`src/rtl/uart_pkg.sv`:
```
// uart_pkg: baud select encodings and divisor/phase-width helpers for the UART baud generator
package uart_pkg;
  typedef enum logic [1:0] {
    BAUD_SEL_1200 = 2'd0,
    BAUD_SEL_2400 = 2'd1,
    BAUD_SEL_4800 = 2'd2,
    BAUD_SEL_9600 = 2'd3
  } baud_sel_e;
  // Divisor rounded to nearest: (clk + baud*os/2) / (baud*os)
  function automatic int calc_div(longint clk_freq, longint baud, longint os);
    return int'((clk_freq + baud * os / 2) / (baud * os));
  endfunction
  function automatic int calc_ph_w(int os);
    return os <= 1 ? 1 : $clog2(os);
  endfunction
endpackage

```
`src/rtl/uart_tick_div.sv`:
```
// uart_tick_div: clearable, enableable divider counter emitting a pulse on its terminal value
//   clk, rst    : clock, synchronous active-high reset
//   clr         : restart the count at 0 (suppresses the terminal pulse)
//   en          : advance the count
//   term_val    : terminal count value (DIV-1)
//   term        : high on an enabled, uncleared cycle whose count equals term_val
module uart_tick_div #(
  parameter int CNT_W = 16
) (
  input  logic             clk,
  input  logic             rst,
  input  logic             clr,
  input  logic             en,
  input  logic [CNT_W-1:0] term_val,
  output logic             term
);
  logic [CNT_W-1:0] cnt;
  assign term = en && !clr && cnt == term_val;
  always_ff @(posedge clk)
    if (rst || clr) cnt <= '0;
    else if (en) cnt <= cnt == term_val ? '0 : cnt + 1'b1;
endmodule

```
`src/rtl/uart_baud_gen.sv`:
```
// uart_baud_gen: oversample and bit clock-enable generator with four selectable baud rates
//   clk, rst    : clock, synchronous active-high reset
//   en          : count enable; low freezes counters
//   baud_sel    : requested rate, applied (with restart) whenever it differs from rate_active
//   rx_align    : pulse that restarts the bit phase on a detected start bit
//   os_tick     : 1-cycle pulse every DIV clocks
//   bit_tick    : 1-cycle pulse every DIV*OVERSAMPLE clocks, coincident with os_tick
//   os_phase    : oversample index within the current bit
//   rate_active : rate currently applied
module uart_baud_gen
  import uart_pkg::*;
#(
  parameter int CLK_FREQ   = 50_000_000,
  parameter int OVERSAMPLE = 16,
  parameter int BAUD0      = 1200,
  parameter int BAUD1      = 2400,
  parameter int BAUD2      = 4800,
  parameter int BAUD3      = 9600,
  parameter int CNT_W      = 16,
  localparam int PH_W      = calc_ph_w(OVERSAMPLE)
) (
  input  logic            clk,
  input  logic            rst,
  input  logic            en,
  input  logic [1:0]      baud_sel,
  input  logic            rx_align,
  output logic            os_tick,
  output logic            bit_tick,
  output logic [PH_W-1:0] os_phase,
  output logic [1:0]      rate_active
);
  localparam int DIV0 = calc_div(CLK_FREQ, BAUD0, OVERSAMPLE);
  localparam int DIV1 = calc_div(CLK_FREQ, BAUD1, OVERSAMPLE);
  localparam int DIV2 = calc_div(CLK_FREQ, BAUD2, OVERSAMPLE);
  localparam int DIV3 = calc_div(CLK_FREQ, BAUD3, OVERSAMPLE);
  localparam int DMAX = 2 ** CNT_W - 1;
  localparam logic [PH_W-1:0] PH_LAST = PH_W'(OVERSAMPLE - 1);
  if (DIV0 < 2 || DIV0 > DMAX || DIV1 < 2 || DIV1 > DMAX ||
      DIV2 < 2 || DIV2 > DMAX || DIV3 < 2 || DIV3 > DMAX) begin : g_bad_div
    $error("uart_baud_gen: a derived divisor is outside 2..2**CNT_W-1");
  end
  logic             chg, clr, term;
  logic [CNT_W-1:0] term_val;
  assign chg = baud_sel != rate_active;
  assign clr = chg || rx_align;
  assign term_val = rate_active == BAUD_SEL_1200 ? CNT_W'(DIV0 - 1) :
                    rate_active == BAUD_SEL_2400 ? CNT_W'(DIV1 - 1) :
                    rate_active == BAUD_SEL_4800 ? CNT_W'(DIV2 - 1) : CNT_W'(DIV3 - 1);
  uart_tick_div #(.CNT_W(CNT_W)) u_div (
    .clk(clk), .rst(rst), .clr(clr), .en(en), .term_val(term_val), .term(term)
  );
  always_ff @(posedge clk)
    if (rst) begin
      os_tick     <= 1'b0;
      bit_tick    <= 1'b0;
      os_phase    <= '0;
      rate_active <= 2'd0;
    end else begin
      os_tick  <= term;
      bit_tick <= term && os_phase == PH_LAST;
      if (chg) rate_active <= baud_sel;
      if (clr) os_phase <= '0;
      else if (term) os_phase <= os_phase == PH_LAST ? '0 : os_phase + PH_W'(1);
    end
endmodule
```
`config.mk`:
```
export PLATFORM = sky130hd
export DESIGN_NAME = uart_baud_gen
export DESIGN_NICKNAME = d
export VERILOG_FILES = /design/src/rtl/uart_pkg.sv /design/src/rtl/uart_tick_div.sv /design/src/rtl/uart_baud_gen.sv
export SDC_FILE = /design/constraint.sdc
export NUM_CORES = 1
export LEC_CHECK = 0
export CAP_MARGIN = 20
export CORE_UTILIZATION = 50
export CTS_CLUSTER_DIAMETER = 120
export DETAILED_ROUTE_END_ITERATION = 10
export GPL_TIMING_DRIVEN = 0
export PLACE_DENSITY = 0.73
export SKIP_CTS_REPAIR_TIMING = 1
export SLEW_MARGIN = 10
export SYNTH_ARGS = -nofsm -noshare
export SYNTH_HDL_FRONTEND = slang
export SYNTH_SLANG_ARGS = --single-unit
```
`constraint.sdc`:
```
create_clock -name clk -period 1.9 [get_ports clk]
set_input_delay 0.38 -clock clk [delete_from_list [all_inputs] [get_ports clk]]
set_output_delay 0.38 -clock clk [all_outputs]
set_load 0.02 [all_outputs]
```
Word-level counts from Yosys, hierarchy flattened
Index checks and enable logic that the tools add are counted.
W data, S select, Z words.
{"block": "totals", "reg_bits": 24, "latch_bits": 0, "ramBits": 0, "mem_bits_ro": 0, "input_bits": 6, "out_inout_bits": 8, "word_cells": 25, "mem_count": 0}
{"block": "op_classes", "n_addsub": 2, "n_mul": 0, "n_div": 0, "n_lt_le_gt_ge": 0, "eq_ne": 5, "n_shift": 0, "n_mux": 5, "bitwise_logic": 0, "reduce_logical": 8}
{"operator": "$add A16 B1 Y16 const B", "n": 1}
{"operator": "$eq A16 B12 Y1", "n": 1}
{"operator": "$mux W16", "n": 1}
{"operator": "$mux W12", "n": 1}
{"operator": "$mux W11", "n": 1}
{"operator": "$mux W10", "n": 1}
{"operator": "$add A4 B1 Y4 const B", "n": 1}
{"operator": "$eq A4 B4 Y1 const B", "n": 1}
{"operator": "$mux W4", "n": 1}
{"operator": "$logic_and A1 B1 Y1", "n": 3}
{"operator": "$eq A2 B1 Y1 const B", "n": 1}
{"operator": "$eq A2 B2 Y1 const B", "n": 1}
{"operator": "$logic_not A2 Y1", "n": 1}
{"operator": "$logic_or A1 B1 Y1", "n": 2}
{"operator": "$ne A2 B2 Y1", "n": 1}
{"operator": "$reduce_or A2 Y1", "n": 1}
{"operator": "$logic_not A1 Y1", "n": 1}

Logic depth before layout (Yosys ltp)
Gate-level depths: netlist (run 1).
{"block": "depth", "ltp_word": 7, "mapped_depth": 7, "mapped_depth_nobuf": 5}

By module
A second synthesis (run 1) with hierarchy kept.
{"block": "hier_totals", "hier_cells": 144, "hier_area_um2": 1368.8}
{"mod": "uart_tick_div", "n_inst": 1, "cells_each": 104, "area_each_um2": 1006.0, "seq_area_each_um2": 320.3}
{"mod": "uart_baud_gen", "n_inst": 1, "cells_each": 40, "area_each_um2": 362.8, "seq_area_each_um2": 160.2}

Worst setup path before layout (run 1)
No wires, ideal clock.
{"block": "synth_path", "path_type": "reg2reg", "startpoint": "reg rate_active[1]", "endpoint": "reg os_phase[2]", "setup_time_ps": 123, "arrival_time_ps": 2004, "required_time_ps": 1777, "slack_ps": -228, "path_stages_with_launch": 7, "n_path_buf": 1, "synth_period_minus_slack_ps": 2128, "cell_sequence": "dfxtp_1 -> buf_6 -> or3b_1 -> o31a_2 -> a211o_1 -> a2111oi_2 -> mux2_1"}
{"block": "synth_via", "elab_chain_len": 6, "word_cells_on_any_way": 13, "classes_between": "eq/ne: 4; mux: 3; reduce/logical: 6"}
{"element": "start: declaration", "line": "uart_baud_gen.sv:30", "source": "output logic [1:0] rate_active"}
{"element": "start signal: assignment", "line": "uart_baud_gen.sv:61", "source": "if (chg) rate_active <= baud_sel;"}
{"element": "$eq A2 B2 Y1", "line": "uart_baud_gen.sv:48", "source": "rate_active == BAUD_SEL_4800 ? CNT_W'(DIV2 - 1) : CNT_W'(DIV3 - 1);"}
{"element": "$mux W10", "line": "uart_baud_gen.sv:48"}
{"element": "$mux W11", "line": "uart_baud_gen.sv:47", "source": "rate_active == BAUD_SEL_2400 ? CNT_W'(DIV1 - 1) :"}
{"element": "$mux W12", "line": "uart_baud_gen.sv:46", "source": "assign term_val = rate_active == BAUD_SEL_1200 ? CNT_W'(DIV0 - 1) :"}
{"element": "$eq A16 B12 Y1", "line": "uart_tick_div.sv:18", "source": "assign term = en && !clr && cnt == term_val;"}
{"element": "$logic_and A1 B1 Y1", "line": "uart_tick_div.sv:18"}
{"element": "end signal: assignment", "line": "uart_baud_gen.sv:63", "source": "else if (term) os_phase <= os_phase == PH_LAST ? '0 : os_phase + PH_W'(1);"}
{"element": "end: declaration", "line": "uart_baud_gen.sv:29", "source": "output logic [PH_W-1:0] os_phase,"}
Several ways; a longest one is shown, not always the timed one.
A chain may end at the register's enable or synchronous reset.

Worst setup path after layout (run 1)
{"block": "layout_path", "startpoint": "reg rate_active[0]", "endpoint": "reg os_phase[2]"}
The elaborated chain is that of the path after synthesis.

==> results.sh, run 1 <==
export IMPL_required_ns=2.15
export IMPL_grt_max_degree=15
export IMPL_synth_top_cell_area_share_pct=33.6
export IMPL_min_path_type="in -> reg"
export IMPL_htreeDepth=1
export IMPL_synth_compound_area_share_pct=17.8
export IMPL_worstPathMaxFanout=6
export IMPL_synth_cells=158
export IMPL_grt_pass1_vias=1198
export IMPL_max_cap_violations=0
export IMPL_vias_per_cell=6.16
export IMPL_rsz0062_at_grt="yes"
export IMPL_synthesis_nets=166
export IMPL_synth_area_um2=1430
export IMPL_die_w_um=55.5
export IMPL_drcViolationCount=0
export IMPL_vias=1349
export IMPL_synth_area_leader_cell="dfxtp_1"
export IMPL_outcome="complete, but fails checks"
export IMPL_hold_depth=3
export IMPL_num_io_pins=14
export IMPL_relSlewSlack_pct=69.0
export IMPL_dr_pass1_iters=4
export IMPL_grt_antenna_before_repair=0
export IMPL_finalWeightedCongestion=0.790
export IMPL_antenna_left=0
export IMPL_cts_root_buffer="clkbuf_4"
export IMPL_fmax_mhz=475
export IMPL_hpwl_um=2350
export IMPL_startpoint_type="register"
export IMPL_cts_sinks=24
export IMPL_synth_edf_count=0
export IMPL_clk_latency_ns=0.34
export IMPL_fin_crit_sh_pct=111
export IMPL_synthXorXnorAreaFrac_pct=8.57
export IMPL_clock_skew_ns=0.00246
export IMPL_regToRegSetupSlack_ns=-0.21
export IMPL_end_kind="register"
export IMPL_layout_area_overhead_vs_synth_pct=35.2
export IMPL_place_area_um2=1620
export IMPL_wl_um=3780
export IMPL_power_density_nw_per_um2=490
export IMPL_ys_warn_count=0
export IMPL_grt_first_pass_wirelength_um=5600
export IMPL_r2r_cells=6
export IMPL_antenna_cells=0
export IMPL_ys_async_sr_fraction_pct=0
export IMPL_endpoint="os_phase[2]"
export IMPL_postLayoutSetupSlackWorst_ns=-0.207
export IMPL_globalRouteOverflowTotal=0
export IMPL_portBuffers=12
export IMPL_arrival_ns=2.36
export IMPL_cts_buffer_depth=2
export IMPL_worst_pin_slew_ns=0.464
export IMPL_avgSynthCellArea_um2=9.05
export IMPL_dieArea_um2=3080
export IMPL_ir_drop_uv=583
export IMPL_cts_tree="done"
export IMPL_muxShareOfSynthArea_pct=1.49
export IMPL_numCtsBuffers=3
export IMPL_synth_top_family_by_area="simple AND/OR/NAND/NOR gates"
export IMPL_start_util_pct=52.3
export IMPL_crit_start="rate_active[0]"
export IMPL_synth_cell_types=48
export IMPL_drv_slew=0
export IMPL_whs_ns=0.418
export IMPL_track_usage_pct=23.2
export IMPL_violations="negative setup slack"
export IMPL_p_leak_nw=0.626
export IMPL_core_area_um2=2730
export IMPL_drt_first_iter_violations=41
export IMPL_period_minus_slack_ns=2.11
export IMPL_die_h_um=55.5
export IMPL_p_total_mw=0.946
export IMPL_fin_nets=197
export IMPL_rr_endpoint="os_phase[2]"
export IMPL_synth_flop_cell="dfxtp_1"
export IMPL_critical_path_class="reg -> reg"
export IMPL_hold_viol_final=0
export IMPL_synth_seq_area_share_pct=33.6
export IMPL_synth_common_cells="dfxtp_1 (24), nand2_1 (13), nor3_2 (10), xor2_1 (9)"
export IMPL_drive_gt1_share_pct=38.8
export IMPL_finalInstanceArea_um2=1930
export IMPL_yosys_register_bits=24
export IMPL_clk_pin_slew_ns=0.15
export IMPL_rows=19
export IMPL_regToRegStartpoint="rate_active[0]"
export IMPL_routedWlPerCell_um=17.3
export IMPL_synth_simple_area_share_pct=32.0
export IMPL_yosysMostFrequentCell="dfxtp_1"
export IMPL_setup_violations=12
export IMPL_ys_top_cells_by_area="dfxtp_1 (34%), nor3_2 (7.0%), xor2_1 (5.5%)"
export IMPL_finalSetupTns_ns=-1.51
export IMPL_synthAdderAreaFrac_pct=1.75
sequential cells by signal (all words and copies together), names as in the netlist:
signal and cells:
u_div.cnt 16, os_phase 4, rate_active 2, bit_tick 1
os_tick 1
stage by stage:
| step | utilization [%] | worst slack (ns) | std cells |
|---|---|---|---|
| after floorplan | - | -0.0445 | 158 |
| after global placement | 59.1 | -0.325 | 201 |
| after detailed placement | 59.1 | -0.349 | 201 |
| after CTS | 60.8 | -0.277 | 205 |
| after global routing | 70.7 | -0.257 | 219 |
| final | 70.7 | -0.207 | 219 |
worst min-delay path by stage:
stage	from	end	slack, ns
floorplan	rst	rate_active[1]	0.44
global placement	os_phase[3]	os_phase[3]	0.50
detailed placement	os_phase[3]	bit_tick	0.51
CTS	en	os_tick	0.42
global route	en	os_tick	0.46
finish	en	os_tick	0.42
cell usage in the layout, fill, tap and decap left out, types with 6 or more instances in the layout:
| master | instances |
|---|---|
| nand2_1 | 13 |
| nor2_1 | 6 |
| buf_4 | 15 |
| xor2_1 | 9 |
| nor3_2 | 10 |
| dfxtp_2 | 9 |
| clkdlybuf4s50_1 | 12 |
| nor3_1 | 6 |
| nor2b_1 | 6 |
| a21oi_1 | 7 |
| nand4_1 | 8 |
| dfxtp_1 | 13 |
kinds of logic after synthesis:
family,count (synthesis)
buffers and inverters,13
AO/OA/AOI/OAI,31
flip-flops,24
adder cells (fa/ha/maj),2
AND/OR/NAND/NOR,72
multiplexers,2
XOR/XNOR,14
worst max-delay path, cell delays in order, from the launching register on:
cell       delay, ns
dfxtp_4         0.39
buf_8           0.13
or3b_4          0.38
o31a_4          0.13
a211o_1         0.34
a2111oi_4       0.32
mux2_4          0.34
report_power, final:
| part | internal, mW | total (mW) | switching (mW) |
|---|---|---|---|
| registers | 0.505 | 0.508 | 0.00295 |
| logic | 0.0453 | 0.0949 | 0.0496 |
| clock network | 0.161 | 0.344 | 0.182 |
| total | 0.712 | 0.946 | 0.235 |
layout make-up:
class / count / area [um2]
clock buffers: 4 / 47.5
repair buffers: 26 / 229
fillers: 194 / 801
multi-input cells: 121 / 1020
well taps: 31 / 38.8
flip-flops and latches: 24 / 499
plain buffers: 10 / 90.1
inverters: 3 / 11.3
layer usage:
metal  track usage, %  vias up  routed length (um)
li1                 -      648                   -
met5                0        -                   0
met4             8.21        0                  80
met3             4.22        6                 141
met1             31.9      662                1730
met2             36.3       33                1830
(Power assumes the default switching activity.)
==> run 2: changes to the inputs <==
Settings changed: ABC_AREA set to 1, HOLD_SLACK_MARGIN set to 0.03.
==> run 2 against run 1 <==
The flow now finishes without violations. Fmax up 23%. Sequential cell count unchanged. Critical path depth down 5. Die area down 2.4%. Clock power down 37%. Register-to-register slack better by 0.39 ns. Utilization down 9.3 points. Critical path type is now reg -> out. Critical endpoint is now os_phase[3].
==> results.sh, run 2 <==
export IMPL_outcome="finished clean"
export IMPL_fin_crit_sh_pct=90.4
export IMPL_worstPathMaxFanout=5
export IMPL_multiInputGateArea_um2=778
export IMPL_layout_area_overhead_vs_synth_pct=13.1
export IMPL_vias=1338
export IMPL_drcViolationCount=0
export IMPL_hpwl_um=2140
export IMPL_ys_top_cells_by_area="dfxtp_1 (34%), nand2_1 (16%), nor2_1 (14%)"
export IMPL_antenna_left=0
export IMPL_fin_nets=250
export IMPL_wl_um=2820
export IMPL_r2r_cells=8
export IMPL_ys_async_sr_fraction_pct=0
export IMPL_track_usage_pct=21.2
export IMPL_globalRouteOverflowTotal=0
export IMPL_seqCellArea_um2=480
export IMPL_synth_area_um2=1400
export IMPL_drt_first_iter_violations=48
export IMPL_clk_latency_ns=0.31
export IMPL_die_w_um=54.8
export IMPL_top_register="u_div.cnt"
export IMPL_rsz0062_at_grt="no"
export IMPL_p_total_mw=0.816
export IMPL_grt_max_degree=13
export IMPL_arrival_ns=1.34
export IMPL_mostFrequentLayoutCells="nand2_1 (60), nor2_1 (52), inv_1 (24), dfxtp_1 (24), nand3_1 (16)"
export IMPL_drive_gt1_share_pct=6.67
export IMPL_finalSetupTns_ns=0
export IMPL_drv_slew=0
export IMPL_p_int_mw=0.616
export IMPL_synth_cell_types=23
export IMPL_numCtsBuffers=3
export IMPL_ir_drop_uv=409
export IMPL_rr_endpoint="u_div.cnt[12]"
export IMPL_regToRegStartpoint="u_div.cnt[0]"
export IMPL_dieArea_um2=3010
export IMPL_htreeDepth=1
export IMPL_avgSynthCellArea_um2=6.20
export IMPL_regToRegSetupSlack_ns=0.18
export IMPL_critPathMaxStageDelay_ns=0.63
export IMPL_grt_antenna_before_repair=0
export IMPL_relSlewSlack_pct=76.3
export IMPL_dr_pass1_iters=4
export IMPL_startpoint_type="register"
export IMPL_final_common_cell="nand2_1"
export IMPL_setup_violations=0
export IMPL_slowest_stage="clkdlybuf4s50_1"
export IMPL_power_density_nw_per_um2=517
export IMPL_cts_root_buffer="clkbuf_4"
export IMPL_critical_path_class="reg -> out"
export IMPL_vias_per_cell=4.96
export IMPL_portBuffers=12
export IMPL_grt_first_pass_wirelength_um=4530
export IMPL_max_cap_violations=0
export IMPL_required_ns=1.52
export IMPL_p_leak_nw=0.660
export IMPL_yosys_register_bits=24
export IMPL_worstPathCellList="clkdlybuf4s50_1"
export IMPL_core_area_um2=2570
export IMPL_num_io_pins=14
export IMPL_p_clk_share_pct=26.6
export IMPL_clock_skew_ns=0.0117
export IMPL_synth_cells=225
export IMPL_switching_share_pct=24.5
export IMPL_clk_pin_slew_ns=0.13
export IMPL_die_h_um=54.8
export IMPL_synth_top_cell_area_share_pct=34.4
export IMPL_switchingPower_mw=0.200
export IMPL_end_kind="primary output"
export IMPL_hold_viol_final=0
export IMPL_combPwrFrac_pct=11.0
export IMPL_holdPathEnd="u_div.cnt[0]"
export IMPL_yosysMostFrequentCell="nand2_1"
export IMPL_fillers=251
export IMPL_finalWeightedCongestion=0.857
export IMPL_reg_top3="u_div.cnt (16), os_phase (4), rate_active (2)"
export IMPL_synth_edf_count=0
export IMPL_synth_seq_area_share_pct=34.4
export IMPL_cp_top_family="buffers and inverters"
export IMPL_worstHoldStart="en"
export IMPL_synth_flop_cell="dfxtp_1"
export IMPL_fmax_mhz=582
export IMPL_grt_pass1_vias=1060
export IMPL_largest_reg_flops=16
export IMPL_hold_depth=3
export IMPL_routedWlPerCell_um=10.4
export IMPL_min_path_type="in -> reg"
export IMPL_whs_ns=0.511
export IMPL_ys_warn_count=0
export IMPL_worst_pin_slew_ns=0.356
export IMPL_synth_area_leader_cell="dfxtp_1"
export IMPL_p_seq_share_pct=62.4
export IMPL_synthesis_nets=233
export IMPL_start_util_pct=54.3
export IMPL_cp_buffers_inverters=1
export IMPL_synth_common_cells="nand2_1 (60), nor2_1 (52), dfxtp_1 (24), inv_1 (24), nand3_1 (16)"
export IMPL_period_minus_slack_ns=1.72
export IMPL_antenna_cells=0
export IMPL_cts_tree="done"
export IMPL_cts_buffer_depth=2
export IMPL_cts_sinks=24
export IMPL_rows=18
-- run 2: changes by cell type in the layout (fill, tap and decap cells not counted), sizes merged, moves of 11 or more --
cell	before	now
nand3	5	16
nor2	6	55
nand2	13	60
inv	2	30
buf	20	2
nor3	18	3
-- run 2: layer usage --
layer  wire [um]  global-route usage [%]  vias up
li1            -                       -      725
met1        1510                    31.0      581
met2        1130                    31.9       28
met3         156                    2.50        4
met4          33                    6.41        0
met5           0                       0        -
-- run 2: worst max-delay path by stage --
stage	from	to	slack (ns)	cells after the start
after global placement	baud_sel[1]	u_div.cnt[8]	0.10	10
final	os_phase[3]	os_phase[3]	0.18	1
after detailed placement	baud_sel[1]	u_div.cnt[8]	0.09	10
after floorplan	rate_active[0]	u_div.cnt[1]	0.30	11
after CTS	rate_active[0]	u_div.cnt[8]	0.16	11
after global routing	u_div.cnt[0]	u_div.cnt[12]	0.007	8
-- run 2: worst register-to-register path, cell delays in order, from the launching register on --
cell	delay, ns
dfxtp_1	0.47
ha_1	0.21
nand3_1	0.14
nor2_1	0.20
nand2_1	0.13
nor2_1	0.18
nand2_1	0.10
xor2_1	0.14
nor2_1	0.09
-- run 2: cells by family after synthesis --
family	Yosys count	synth area share, %
and+or+nand+nor	137	40.6
adders and majority gates	2	1.79
buffers and inverters	34	9.78
DFF	24	34.4
AOI/OAI and AO/OA	17	6.46
xor gates and xnor gates	11	6.91
-- run 2: through the flow --
step | std cells | util [%] | setup WS, ns | cell area, um2
after detailed placement | 267 | 60.5 | 0.0947 | 1550
after CTS | 270 | 61.4 | 0.158 | 1580
after global routing | 270 | 61.5 | 0.00719 | 1580
after floorplan | 225 | - | 0.302 | 1400
after global placement | 267 | 60.5 | 0.102 | 1550
final | 270 | 61.5 | 0.182 | 1580
-- run 2: cell type report --
cell class	instances	area share, %
Sequential cell	24	30.5
Clock buffer	3	1.43
Multi-Input combinational cell	167	49.3
Buffer	4	1.67
Inverter	30	7.14
Tap cell	30	2.38
Timing Repair Buffer	12	7.61
-- run 2: power groups by stage --
stage	logic, mW	clock network, mW	registers, mW
floorplan	0.0597	0	0.523
global placement	0.0898	0	0.520
detailed placement	0.0889	0	0.520
CTS	0.0895	0.230	0.509
global route	0.102	0.246	0.510
finish	0.0901	0.217	0.509
==> run 3: changes to the inputs <==
Settings changed: SKIP_LAST_GASP set to 1.
==> results of run 3 <==
Same layout as run 2: the final DEF is identical, and so are final timing and power.
